**src/rtl/cpu_program_loader.sv**
```systemverilog
// cpu_program_loader
//
// Streams a program image into the CPU instruction memory and keeps the CPU
// in reset until the halt word has been written. Word k of the image is
// written at byte address 2k, which is where the CPU fetches it (PC steps by
// 2 and starts at 0). If memory fills up without a halt word, the block stops
// in an error state with the CPU still held.
//
// Ports:
//   clock      - system clock, rising edge
//   reset      - synchronous, active-high reset
//   start      - one-cycle pulse that begins or restarts a load
//   in_valid   - source presents a word on in_data
//   in_data    - instruction word from the source
//   in_ready   - loader accepts a word this cycle
//   mem_we     - instruction memory write strobe (one cycle per word)
//   mem_addr   - even byte address of the write
//   mem_wdata  - write data
//   cpu_hold   - CPU reset; 1 = CPU held
//   done       - program loaded, CPU released
//   error      - memory filled without a halt word
//   word_count - words accepted in the current load (saturates at MAX_WORDS)

module cpu_program_loader #(
    parameter int                 DATA_W    = 16,
    parameter int                 ADDR_W    = 16,
    parameter int                 MAX_WORDS = 32,
    parameter logic [DATA_W-1:0]  HALT_WORD = 16'hFFFF,
    localparam int                CW        = $clog2(MAX_WORDS + 1)
) (
    input  logic              clock,
    input  logic              reset,
    input  logic              start,
    input  logic              in_valid,
    input  logic [DATA_W-1:0] in_data,
    output logic              in_ready,
    output logic              mem_we,
    output logic [ADDR_W-1:0] mem_addr,
    output logic [DATA_W-1:0] mem_wdata,
    output logic              cpu_hold,
    output logic              done,
    output logic              error,
    output logic [CW-1:0]     word_count
);

    typedef enum logic [2:0] {
        IDLE,
        LOAD,
        FINISH,
        RUN,
        ERR
    } state_t;

    state_t state;

    // NOTE: every register here is written with <= so all outputs update
    // together from the values seen at the same clock edge.
    always_ff @(posedge clock) begin
        if (reset) begin
            state      <= IDLE;
            in_ready   <= 1'b0;
            mem_we     <= 1'b0;
            mem_addr   <= '0;
            mem_wdata  <= '0;
            cpu_hold   <= 1'b1;
            done       <= 1'b0;
            error      <= 1'b0;
            word_count <= '0;
        end else begin
            // NOTE: the strobe defaults low each cycle so it can only be high
            // for the single cycle after an accepted word.
            mem_we <= 1'b0;

            case (state)
                IDLE, RUN, ERR: begin
                    // Memory contents are left alone; a new image simply
                    // overwrites from address 0.
                    if (start) begin
                        state      <= LOAD;
                        in_ready   <= 1'b1;
                        word_count <= '0;
                        done       <= 1'b0;
                        error      <= 1'b0;
                        cpu_hold   <= 1'b1;
                    end
                end

                LOAD: begin
                    // start is deliberately ignored here.
                    if (in_valid && in_ready) begin
                        mem_we    <= 1'b1;
                        mem_addr  <= ADDR_W'({word_count, 1'b0});
                        mem_wdata <= in_data;
                        if (word_count != CW'(MAX_WORDS))
                            word_count <= word_count + 1'b1;

                        // The halt word wins even when it lands in the last slot.
                        if (in_data == HALT_WORD) begin
                            state    <= FINISH;
                            in_ready <= 1'b0;
                        end else if (word_count == CW'(MAX_WORDS - 1)) begin
                            state    <= ERR;
                            in_ready <= 1'b0;
                            error    <= 1'b1;
                        end
                    end
                end

                FINISH: begin
                    // The halt word is being written this cycle; release the
                    // CPU on the next one so it never fetches a stale word.
                    state    <= RUN;
                    done     <= 1'b1;
                    cpu_hold <= 1'b0;
                end

                default: begin
                    state    <= IDLE;
                    in_ready <= 1'b0;
                    cpu_hold <= 1'b1;
                    done     <= 1'b0;
                end
            endcase
        end
    end

endmodule

```
**config.mk**
```make
export PLATFORM = sky130hd
export DESIGN_NAME = cpu_program_loader
export DESIGN_NICKNAME = d
export VERILOG_FILES = /design/src/rtl/cpu_program_loader.sv
export SDC_FILE = /design/constraint.sdc
export NUM_CORES = 1
export LEC_CHECK = 0
export ABC_AREA = 1
export BUFFER_PORTS_ARGS = -buffer_cell sky130_fd_sc_hd__buf_2
export CAP_MARGIN = 20
export CORE_ASPECT_RATIO = 0.8
export CORE_MARGIN = 4
export CORE_UTILIZATION = 51
export CTS_BUF_LIST = sky130_fd_sc_hd__clkbuf_8
export CTS_CLUSTER_SIZE = 10
export DETAILED_ROUTE_END_ITERATION = 8
export PLACE_DENSITY = 0.82
export SETUP_SLACK_MARGIN = 0.1
export SLEW_MARGIN = 20
export SYNTH_ARGS = -nofsm -noshare
export SYNTH_HDL_FRONTEND = slang
export SYNTH_SLANG_ARGS = --single-unit
```
**constraint.sdc**
```tcl
create_clock -name clock -period 2.1 [get_ports clock]
set_clock_uncertainty 0.2 [all_clocks]
set_input_delay 0.42 -clock clock [delete_from_list [all_inputs] [get_ports clock]]
set_output_delay 0.42 -clock clock [all_outputs]
set_load 0.02 [all_outputs]
```
[Word-level counts from Yosys, hierarchy flattened]
Cells that the tools add are included.
Widths: inputs -> output; s select.
Operators by class
  $add $sub $neg: 1
  $mul: 0
  divide/modulo/power cells: 0
  $lt $le $gt $ge: 0
  eq/ne operators: 13
  shifts and indexed selects: 0
  mux-type cells: 22
  bitwise operators: 2
  reduce and logical (&&, ||, !) cells: 11
Operators with widths (number)
  $mux 6: 3
  $eq 16x16->1 const B: 1
  $mux 3: 4
  $pmux 6 s2: 1
  $ne 2x2->1 const B: 5
  $mux 1: 9
  $pmux 1 s3: 3
  $pmux 3 s3: 1
  $reduce_and 4->1: 2
  $add 6x1->6 const B: 1
  $eq 3x2->1 const B: 2
  $eq 6x5->1 const B: 1
  $ne 6x6->1 const B: 1
  $reduce_and 5->1: 1
  $reduce_and 2->1: 2
  $eq 3x1->1 const B: 1
  $eq 3x3->1 const B: 1
  $logic_not 3->1: 1
  $ne 3x3->1 const B: 1
  $reduce_and 3->1: 1
  $reduce_or 3->1: 1
  $not 1->1: 2
  $pmux 1 s2: 1
  $reduce_bool 2->1: 1
  other kinds (2): 2
Storage, ports and cells
  register bits after elaboration: 36
  bits in latches: 0
  memory bits (writable): 0
  ROM bits: 0
  memories: 0

[Logic depth before layout (Yosys ltp)]
Gate-level depths: netlist of the first run.
  word-level depth: 5
  mapped depth: 10
  mapped depth without buffers: 10

[Worst setup path before layout of the first run]
Ideal clock, no wire load.
  path type: register to register
  start point: register word_count[1]
  end point: register in_ready
  setup time: 112 ps
  data arrival time: 1262 ps
  data required time: 1788 ps
  path slack: 526 ps
  cell stages (with the launch flop): 9
  path buffers: 0
  clock period less this slack: 1574 ps
  cells stage by stage: dfxtp_1 ha_1 nand2_1 inv_1 nand4_1 nand3_1 nand3_1 nand2_1 nor2_1
On the way
  longest elaborated chain between the ends: 3
RTL lines
  from (decl): line 43  | output logic [CW-1:0] word_count
  from (signal assigned): line 95  | word_count <= word_count + 1'b1;
  $eq 6x5->1: line 101  | end else if (word_count == CW'(MAX_WORDS - 1)) begin
  $ne 3x3->1 (no source line)
  $reduce_and 4->1 (no source line)
  to (signal assigned): line 100  | in_ready <= 1'b0;
  to (signal assigned): line 103  | in_ready <= 1'b0;
  to (signal assigned): line 119  | in_ready <= 1'b0;
  to (decl): line 36  | output logic in_ready,
Every way passes these cells.
A chain may end at the register's enable or synchronous reset.

[Final worst setup path of the first run]
  start point: register word_count[3]
  end point: output word_count[3]
No word-level cell between the ends.

==> results_dict.tcl, run 1 <==
set metrics [dict create \
    synth-xor-area-share_pct 1.53 \
    dieArea_mm2 0.00436 \
    post_cts_buffers 0 \
    yosys_warnings 0 \
    nFillCells 301 \
    synth_flop_cell "dfxtp_1" \
    startpoint_type "flop" \
    period_needed_ns 1.62 \
    routed_wl_mm 3.85 \
    vdd_drop_max_v 0.000736 \
    hold_viol 0 \
    worstSetupPathType "flop to output pin" \
    synth_compound_area_share_pct 14.3 \
    status "completed" \
    synth-seq-cells 36 \
    grt_start_max_net_pins 20 \
    setup_violations 0 \
    rows 18 \
    post-synth-top-area-fraction_pct 42.0 \
    start_util_pct 54.4 \
    p_per_area_mw_per_mm2 1170 \
    synthArstFlopShare_pct 0 \
    rsz0062_at_grt "no" \
    synth_fa_ha_area_share_pct 1.46 \
    critPathRequiredTime_ns 1.48 \
    die-height_um 59.9 \
    firstDrtPassIters 4 \
    yosys.area.top_type "dfxtp_1" \
    cts_hold_buf 0 \
    clock_latency_ns 0.29 \
    drtAntennaViolNets 0 \
    fin_area_mm2 0.00206 \
    end_kind "output pin" \
    synth.cell_area_mm2 0.00171 \
    cp.arrival_ns 1.00 \
    drive_gt1_share_pct 25.2 \
    cts_root_buf "clkbuf_8" \
    diodes 0 \
    p_leak_nw 1.09 \
    syn_avg_cell_area_um2 7.05 \
    final_nets 319 \
    dp.cells 330 \
    cts_tree "done" \
    gr-total-overflow 0 \
    synthTopCellsByArea "dfxtp_1 (42%), nor2_1 (12%), nand2_1 (9.4%)" \
    muxShareOfSynthArea_pct 0 \
    r2r_cells 5 \
    critical_path_peak_fanout 8 \
    synthSimpleGateAreaFrac_pct 28.5 \
    syn_to_final_growth_pct 20.4 \
    cp_top_family "flip-flops" \
    slew_violations 0 \
    grt_usage_pct 19.4 \
    syn_inst 243 \
    cts_buffer_depth 2 \
    r2r-end "mem_wdata[14]$_SDFFE_PP0P_" \
    instances_no_fill 338 \
    cts_sinks 36 \
    worstHoldPathCells 3 \
    min_to "mem_wdata[9]$_SDFFE_PP0P_" \
    path_cells "buf_2" \
    slowest_stage "dfxtp_1" \
    slowest_delay_ns 0.49 \
    grt_pass1_wl_mm 6.49 \
    ys_seq_area_share_pct 42.0 \
    synth_top_family_by_area "simple AND/OR/NAND/NOR gates" \
    avgRoutedWirePerCell_um 11.4 \
    cts_resized 0 \
    numCtsBuffers 5 \
    port-buffer-count 52 \
    synth_common_cells "nor2_1 (55), nand2_1 (43), dfxtp_1 (36)" \
    viasPerCell 4.79 \
    synth_edf_count 0 \
    maxClockFrequency_ghz 0.618 \
    hold_class "input pin to flop" \
    drc 0 \
    synth_most_common_cell "nor2_1" \
    fin_crit_sh_pct 77.1 \
    dpl_cell_area_mm2 0.00197 \
    htree_levels 2 \
    fp.dieW_um 72.8 \
    rrSetupSlack_ns 0.50 \
    antenna_found_initial 0 \
    hold_slack_ns 0.167 \
    io_pins 63 \
    gp_congestion 0.860 \
    vias 1618 \
    grt_pass1_vias 1512 \
    yosysUniqueCellTypes 26 \
    r2r-start "state[0]$_SDFFE_PP0P_" \
    tns_ns 0 \
    hpwlAfterDp_mm 2.89 \
    cts.reportedPaths.clkPinSlew_ns 0.07 \
    drt-initial-drc-count 109 \
    drv_cap 0 \
    hp-start "in_data[9]" \
    coreArea_mm2 0.00315 \
    worst-path-buf-inv 1 \
]
## worst min-delay path, delay by kind of cell
| kind | cells | cell delay, ns |
|---|---|---|
| buf+inv | 1 | 0.09 |
| simple gates | 2 | 0.12 |
## kinds of logic after synthesis
kind of cell	Yosys count
adders and majority gates	2
DFF	36
and+or+nand+nor	115
other	1
buffers and inverters	42
xor gates and xnor gates	3
AOI/OAI and AO/OA	44
## per-stage QoR
step | setup WS, ns | total power, W | utilization (%)
global route | 0.328 | 0.00261 | 65.5
detailed placement | 0.406 | 0.00193 | 62.6
floorplan | 0.526 | 0.00170 | -
global placement | 0.415 | 0.00191 | 62.6
finish | 0.481 | 0.00242 | 65.5
CTS | 0.473 | 0.00243 | 65.5
## state kept, by name, summed over array words and instances, names as in the netlist
register and count:
cpu_hold 1, done 1, mem_we 1, error 1, mem_addr 6, word_count 6
state 3, mem_wdata 16, in_ready 1
## cell usage in the layout (no fill, tap or decap), drive strengths merged
cell type,netlist,routed
a21boi,1,1
a21oi,15,15
buf,14,55
clkbuf,3,6
clkinv,1,1
conb,1,10
dfxtp,36,36
ha,2,2
inv,24,26
nand2,45,45
nand3,9,9
nand4,3,3
nor2,57,57
nor3,1,1
o21ai,28,28
xor2,3,3
## routing by layer
| layer | up-vias | track usage, % | part of all wire (%) |
|---|---|---|---|
| met4 | 0 | 6.32 | 0.75 |
| met5 | - | 0 | 0 |
| met3 | 4 | 8.91 | 9.6 |
| met1 | 702 | 24.4 | 47 |
| met2 | 61 | 29.6 | 42 |
| li1 | 851 | - | - |
## worst max-delay path by stage
stage	startpoint	end	slack, ns	cells after the start
2_1_floorplan	word_count[1]$_SDFFE_PP0P_	in_ready$_SDFFE_PP0P_	0.53	8
3_3_place_gp	in_valid	word_count[1]$_SDFFE_PP0P_	0.42	10
3_5_place_dp	in_valid	word_count[1]$_SDFFE_PP0P_	0.41	10
4_1_cts	word_count[3]$_SDFFE_PP0P_	word_count[3]	0.47	1
5_1_grt	state[0]$_SDFFE_PP0P_	mem_wdata[11]$_SDFFE_PP0P_	0.33	5
6_report	word_count[3]$_SDFFE_PP0P_	word_count[3]	0.48	1
## report_power, final
| group | switching [W] | internal (W) | leakage (nW) |
|---|---|---|---|
| Sequential | 0.0000879 | 0.000802 | 0.292 |
| Combinational | 0.000703 | 0.000329 | 0.746 |
| Clock | 0.000239 | 0.000258 | 0.0538 |
| Total | 0.00103 | 0.00139 | 1.09 |
## final cells by class
cell class / instances / area [µm²] / share of cell area (%)
Sequential cell: 36 / 721 / 34.9
Multi-Input combinational cell: 174 / 823 / 39.9
Clock inverter: 2 / 7.51 / 0.364
Tap cell: 40 / 50.0 / 2.42
Timing Repair Buffer: 55 / 283 / 13.7
Clock buffer: 6 / 82.6 / 4.00
Inverter: 25 / 97.6 / 4.73
No activity file was read; power rests on OpenSTA's default activity.
==> run 2, diff against run 1 <==
Clock period 2.1 ns to 1.55 ns, I/O delays scaled along.
==> run 2 against run 1 <==
Compared with the run above:
- sequential share of layout area fell by 6.0 points
- sequential cell count did not move
- routed wire length rose by 37%
- setup slack got worse by 0.48 ns
- combinational power rose by 100%
- cell area rose by 25%
- critical endpoint is now word_count[0]$_SDFFE_PP0P_
==> results_dict.tcl, run 2 (synthesis gave the netlist of run 1 again) <==
set metrics [dict create \
    status "completed" \
    final_nets 340 \
    cts_buffer_depth 2 \
    antenna_found_initial 0 \
    drt-initial-drc-count 94 \
    numCtsBuffers 5 \
    period_needed_ns 1.55 \
    dp.cells 334 \
    htree_levels 2 \
    r2r-start "word_count[0]$_SDFFE_PP0P_" \
    vias 1852 \
    drc 0 \
    cp_top_family "flip-flops" \
    maxClockFrequency_ghz 0.645 \
    routed_wl_mm 5.27 \
    gr-total-overflow 0 \
    io_pins 63 \
    cts_hold_buf 0 \
    port-buffer-count 52 \
    firstDrtPassIters 4 \
    cp.arrival_ns 1.53 \
    path_cells "inv_4 > ha_4 > nand2_2 > o21ai_2 > nand2_2 > nand2_4 > inv_4 > nand2_1 > a21oi_2" \
    p_per_area_mw_per_mm2 1570 \
    diodes 0 \
    die-height_um 59.9 \
    grt_pass1_wl_mm 7.49 \
    place_ws_ns -0.00368 \
    critical_path_peak_fanout 6 \
    slew_violations 0 \
    p_leak_nw 1.22 \
    grt_start_max_net_pins 24 \
    vdd_drop_max_v 0.00121 \
    gp_congestion 0.877 \
    largest_reg_flops 16 \
    critPathRequiredTime_ns 1.53 \
    cts_sinks 36 \
    worst-path-buf-inv 2 \
    fin_crit_sh_pct 100 \
    drive_gt1_share_pct 49.8 \
    viasPerCell 5.16 \
    fp.dieW_um 72.8 \
    slowest_delay_ns 0.38 \
    power_w 0.00405 \
    grt_pass1_vias 1684 \
    hp-start "in_data[3]" \
    nFillCells 190 \
    hold_class "input pin to flop" \
    startpoint_type "flop" \
    final_common_cell "buf_2" \
    drv_cap 0 \
    rows 18 \
    top_register "mem_wdata" \
    dpl_cell_area_mm2 0.00204 \
    slowest_stage "dfxtp_4" \
    dieArea_mm2 0.00436 \
    end_kind "flop" \
    worstSetupPathType "flop to flop" \
    top_regs "mem_wdata (16), mem_addr (6), word_count (6)" \
    coreArea_mm2 0.00315 \
    start_util_pct 54.4 \
    cts_root_buf "clkbuf_8" \
    avgRoutedWirePerCell_um 14.7 \
    syn_to_final_growth_pct 50.3 \
    hold_viol 0 \
    cts_tree "done" \
    instances_no_fill 359 \
    tns_ns 0 \
    cts.reportedPaths.clkPinSlew_ns 0.08 \
    setup_violations 0 \
    final.setup.worst_slack_ns 0.000331 \
    rsz0062_at_grt "yes" \
    drtAntennaViolNets 0 \
    clock_latency_ns 0.30 \
    startpoint "word_count[0]$_SDFFE_PP0P_" \
    hpwlAfterDp_mm 3.00 \
    fin_area_mm2 0.00258 \
    grt_usage_pct 22.5 \
    final_cell_mix "buf_2 (51), nor2_1 (45), nand2_1 (35), dfxtp_1 (26), o21ai_2 (20)" \
]
==> run 2: power by group <==
| part | leakage (nW) | switching (W) | internal (W) |
|---|---|---|---|
| clock network | 0.0505 | 0.000336 | 0.000302 |
| logic | 0.874 | 0.00124 | 0.000871 |
| registers | 0.298 | 0.000178 | 0.00112 |
==> run 2: cell type report <==
cell class	count	area [µm²]	share of cell area, %
Timing Repair Buffer	76	544	21.1
Clock inverter	3	12.5	0.486
Sequential cell	36	746	28.9
Inverter	25	116	4.52
Multi-Input combinational cell	174	1040	40.3
Clock buffer	5	68.8	2.67
Tap cell	40	50.0	1.94
==> run 2: timing repair <==
action,CTS,global route
gates cloned,1,1
gates resized for setup,25,81
setup endpoints to repair,36,37
pin swaps,8,27
setup buffers,13,2
==> run 2: routing by layer <==
| metal | GRT usage (%) | up-vias | wire length (µm) |
|---|---|---|---|
| met5 | 0 | - | 0 |
| met1 | 27.1 | 844 | 2150 |
| met2 | 37.1 | 89 | 2530 |
| met4 | 8.42 | 0 | 174 |
| met3 | 7.73 | 24 | 416 |
| li1 | - | 895 | - |
==> run 2: worst paths after layout <==
kind                                endpoint  slack (ns)  depth (start not counted)
setup / recovery  word_count[0]$_SDFFE_PP0P_      0.0003                          9
hold / removal     mem_wdata[3]$_SDFFE_PP0P_        0.05                          3
setup reg to reg  word_count[0]$_SDFFE_PP0P_      0.0003                          9
hold reg to reg            done$_SDFFE_PP0P_        0.26                          2
==> run 2: metrics by stage <==
stage               hold slack (ns)  utilization (%)
global route                 0.0561             81.7
finish                       0.0493             81.7
CTS                          0.0560             74.1
global placement              0.242             64.8
floorplan                     0.245                -
detailed placement            0.247             64.8
==> run 2: worst min-delay path: cells and delay by family <==
family / cells / cell delay (ns)
and+or+nand+nor: 2 / 0.11
buffers and inverters: 1 / 0.09
==> run 3, diff against run 2 <==
Settings changed: PLACE_DENSITY 0.82 to 0.92.
==> run 3 against run 2 <==
Compared with the run above:
- routed wire length is 9.6% lower
- die area stayed put
- register-to-register slack better by 0.03 ns
- clock-buffer cell count stayed put
- critical path depth is 2 lower
- via count is 2.6% lower
- setup slack better by 0.029 ns
- sequential share of layout area is 1.6 points higher
- critical path type unchanged
- worst hold slack worse by 0.012 ns
- highest routed layer unchanged
==> results_dict.tcl, run 3 (synthesis gave the netlist of run 1 again) <==
set metrics [dict create \
    status "completed" \
    grt_start_max_net_pins 20 \
    nFillCells 213 \
    dpl_cell_area_mm2 0.00203 \
    period_needed_ns 1.52 \
    start_util_pct 54.4 \
    critical_path_peak_fanout 5 \
    hpwlAfterDp_mm 2.98 \
    setup_violations 0 \
    diodes 0 \
    fin_area_mm2 0.00243 \
    cts_buffer_depth 2 \
    grt_usage_pct 20.7 \
    largest_reg_flops 16 \
    syn_to_final_growth_pct 42.0 \
    cts_sinks 36 \
    numCtsBuffers 5 \
    drv_cap 0 \
    hold_viol 0 \
    die-height_um 59.9 \
    power_w 0.00410 \
    p_per_area_mw_per_mm2 1680 \
    r2r_cells 7 \
    slowest_delay_ns 0.37 \
    final_nets 335 \
    gp_congestion 0.878 \
    final_common_cell "nor2_1" \
    cts_root_buf "clkbuf_8" \
    htree_levels 2 \
    top_register "mem_wdata" \
    tns_ns 0 \
    port-buffer-count 52 \
    grt_pass1_wl_mm 6.92 \
    antenna_found_initial 0 \
    firstDrtPassIters 4 \
    critPathRequiredTime_ns 1.53 \
    end_kind "flop" \
    worstHoldPathCells 3 \
    rsz0062_at_grt "yes" \
    cts.reportedPaths.clkPinSlew_ns 0.07 \
    drc 0 \
    fp.dieW_um 72.8 \
    path_cells "inv_4 > nand3_4 > nor2_4 > buf_4 > a21oi_4 > a21oi_1 > nor2_1" \
    slew_violations 0 \
    vdd_drop_max_v 0.00106 \
    hp-start "in_data[5]" \
    worstSetupPathType "flop to flop" \
    multi_input_area_um2 938 \
    dieArea_mm2 0.00436 \
    grt_pass1_vias 1537 \
    fin_crit_sh_pct 98.1 \
    drtAntennaViolNets 0 \
    hold_class "input pin to flop" \
    routed_wl_mm 4.76 \
    drt-initial-drc-count 98 \
    ff_latch_area_um2 743 \
    clock_latency_ns 0.29 \
    r2r-start "state[1]$_SDFFE_PP0P_" \
    rows 18 \
    startpoint_type "flop" \
    slowest_stage "dfxtp_4" \
    p_leak_nw 1.20 \
    final_cell_mix "nor2_1 (53), buf_2 (52), nand2_1 (37), dfxtp_1 (26), inv_1 (17)" \
    cts_hold_buf 0 \
    coreArea_mm2 0.00315 \
    top_regs "mem_wdata (16), mem_addr (6), word_count (6)" \
    drive_gt1_share_pct 41.4 \
    avgRoutedWirePerCell_um 13.5 \
    cp.arrival_ns 1.51 \
    startpoint "state[1]$_SDFFE_PP0P_" \
    io_pins 63 \
    maxClockFrequency_ghz 0.658 \
    vias 1803 \
    gr-total-overflow 0 \
    cts_tree "done" \
    viasPerCell 5.09 \
]
run 3: cell count changes in the layout (fill, tap and decap cells not counted), sizes merged:
cell and change:
buf -8, a21oi +1, bufinv +1, clkbuf +1
run 3: critical path: cells and delay by family (launching register included):
| kind | cells | cell delay, ns |
|---|---|---|
| simple gates | 3 | 0.38 |
| flops | 1 | 0.37 |
| compound gates | 2 | 0.24 |
| buf+inv | 2 | 0.20 |
run 3: final timing paths:
check | slack [ns] | end
setup reg to reg | 0.03 | state[0]$_SDFFE_PP0P_
hold / removal | 0.04 | mem_wdata[5]$_SDFFE_PP0P_
setup / recovery | 0.03 | state[0]$_SDFFE_PP0P_
hold reg to reg | 0.25 | error$_SDFFE_PP0P_
run 3: where the power goes:
group	internal [W]	leakage, nW	switching [W]	total (W)
Sequential	0.00112	0.298	0.000182	0.00131
Combinational	0.000796	0.840	0.00119	0.00198
Clock	0.000470	0.0593	0.000337	0.000807
Total	0.00239	1.20	0.00171	0.00410
run 3: metrics by stage:
step / worst slack (ns) / hold slack [ns] / std cells / util [%]
after CTS: 0.0997 / 0.0486 / 343 / 69.2
after detailed placement: 0.0193 / 0.239 / 334 / 64.4
after global routing: -0.0394 / 0.0631 / 354 / 77.2
after global placement: 0.0620 / 0.235 / 334 / 64.4
after floorplan: 0.110 / 0.245 / 252 / -
final: 0.0291 / 0.0370 / 354 / 77.2
run 3: routing by layer:
layer,GRT usage (%),up-vias,wire length (µm)
met5,0,-,0
met1,27.4,838,2110
met3,6.22,9,363
met2,30.7,67,2220
met4,10.3,0,72
li1,-,889,-
run 3: timing repair:
item | CTS | global route
setup endpoints to repair | 30 | 33
pin swaps | 4 | 19
setup buffers | 0 | 7
cloned | 1 | 4
gates resized for setup | 12 | 54
run 3: cell type report:
cell class | count | share of cell area [%]
timing repair buffer | 69 | 19.4
tap | 40 | 2.06
clock inverter | 3 | 1.59
multi-input combinational | 175 | 38.6
clock buffer | 5 | 2.83
timing repair inverter | 1 | 0.257
inverter | 25 | 4.78
sequential | 36 | 30.5
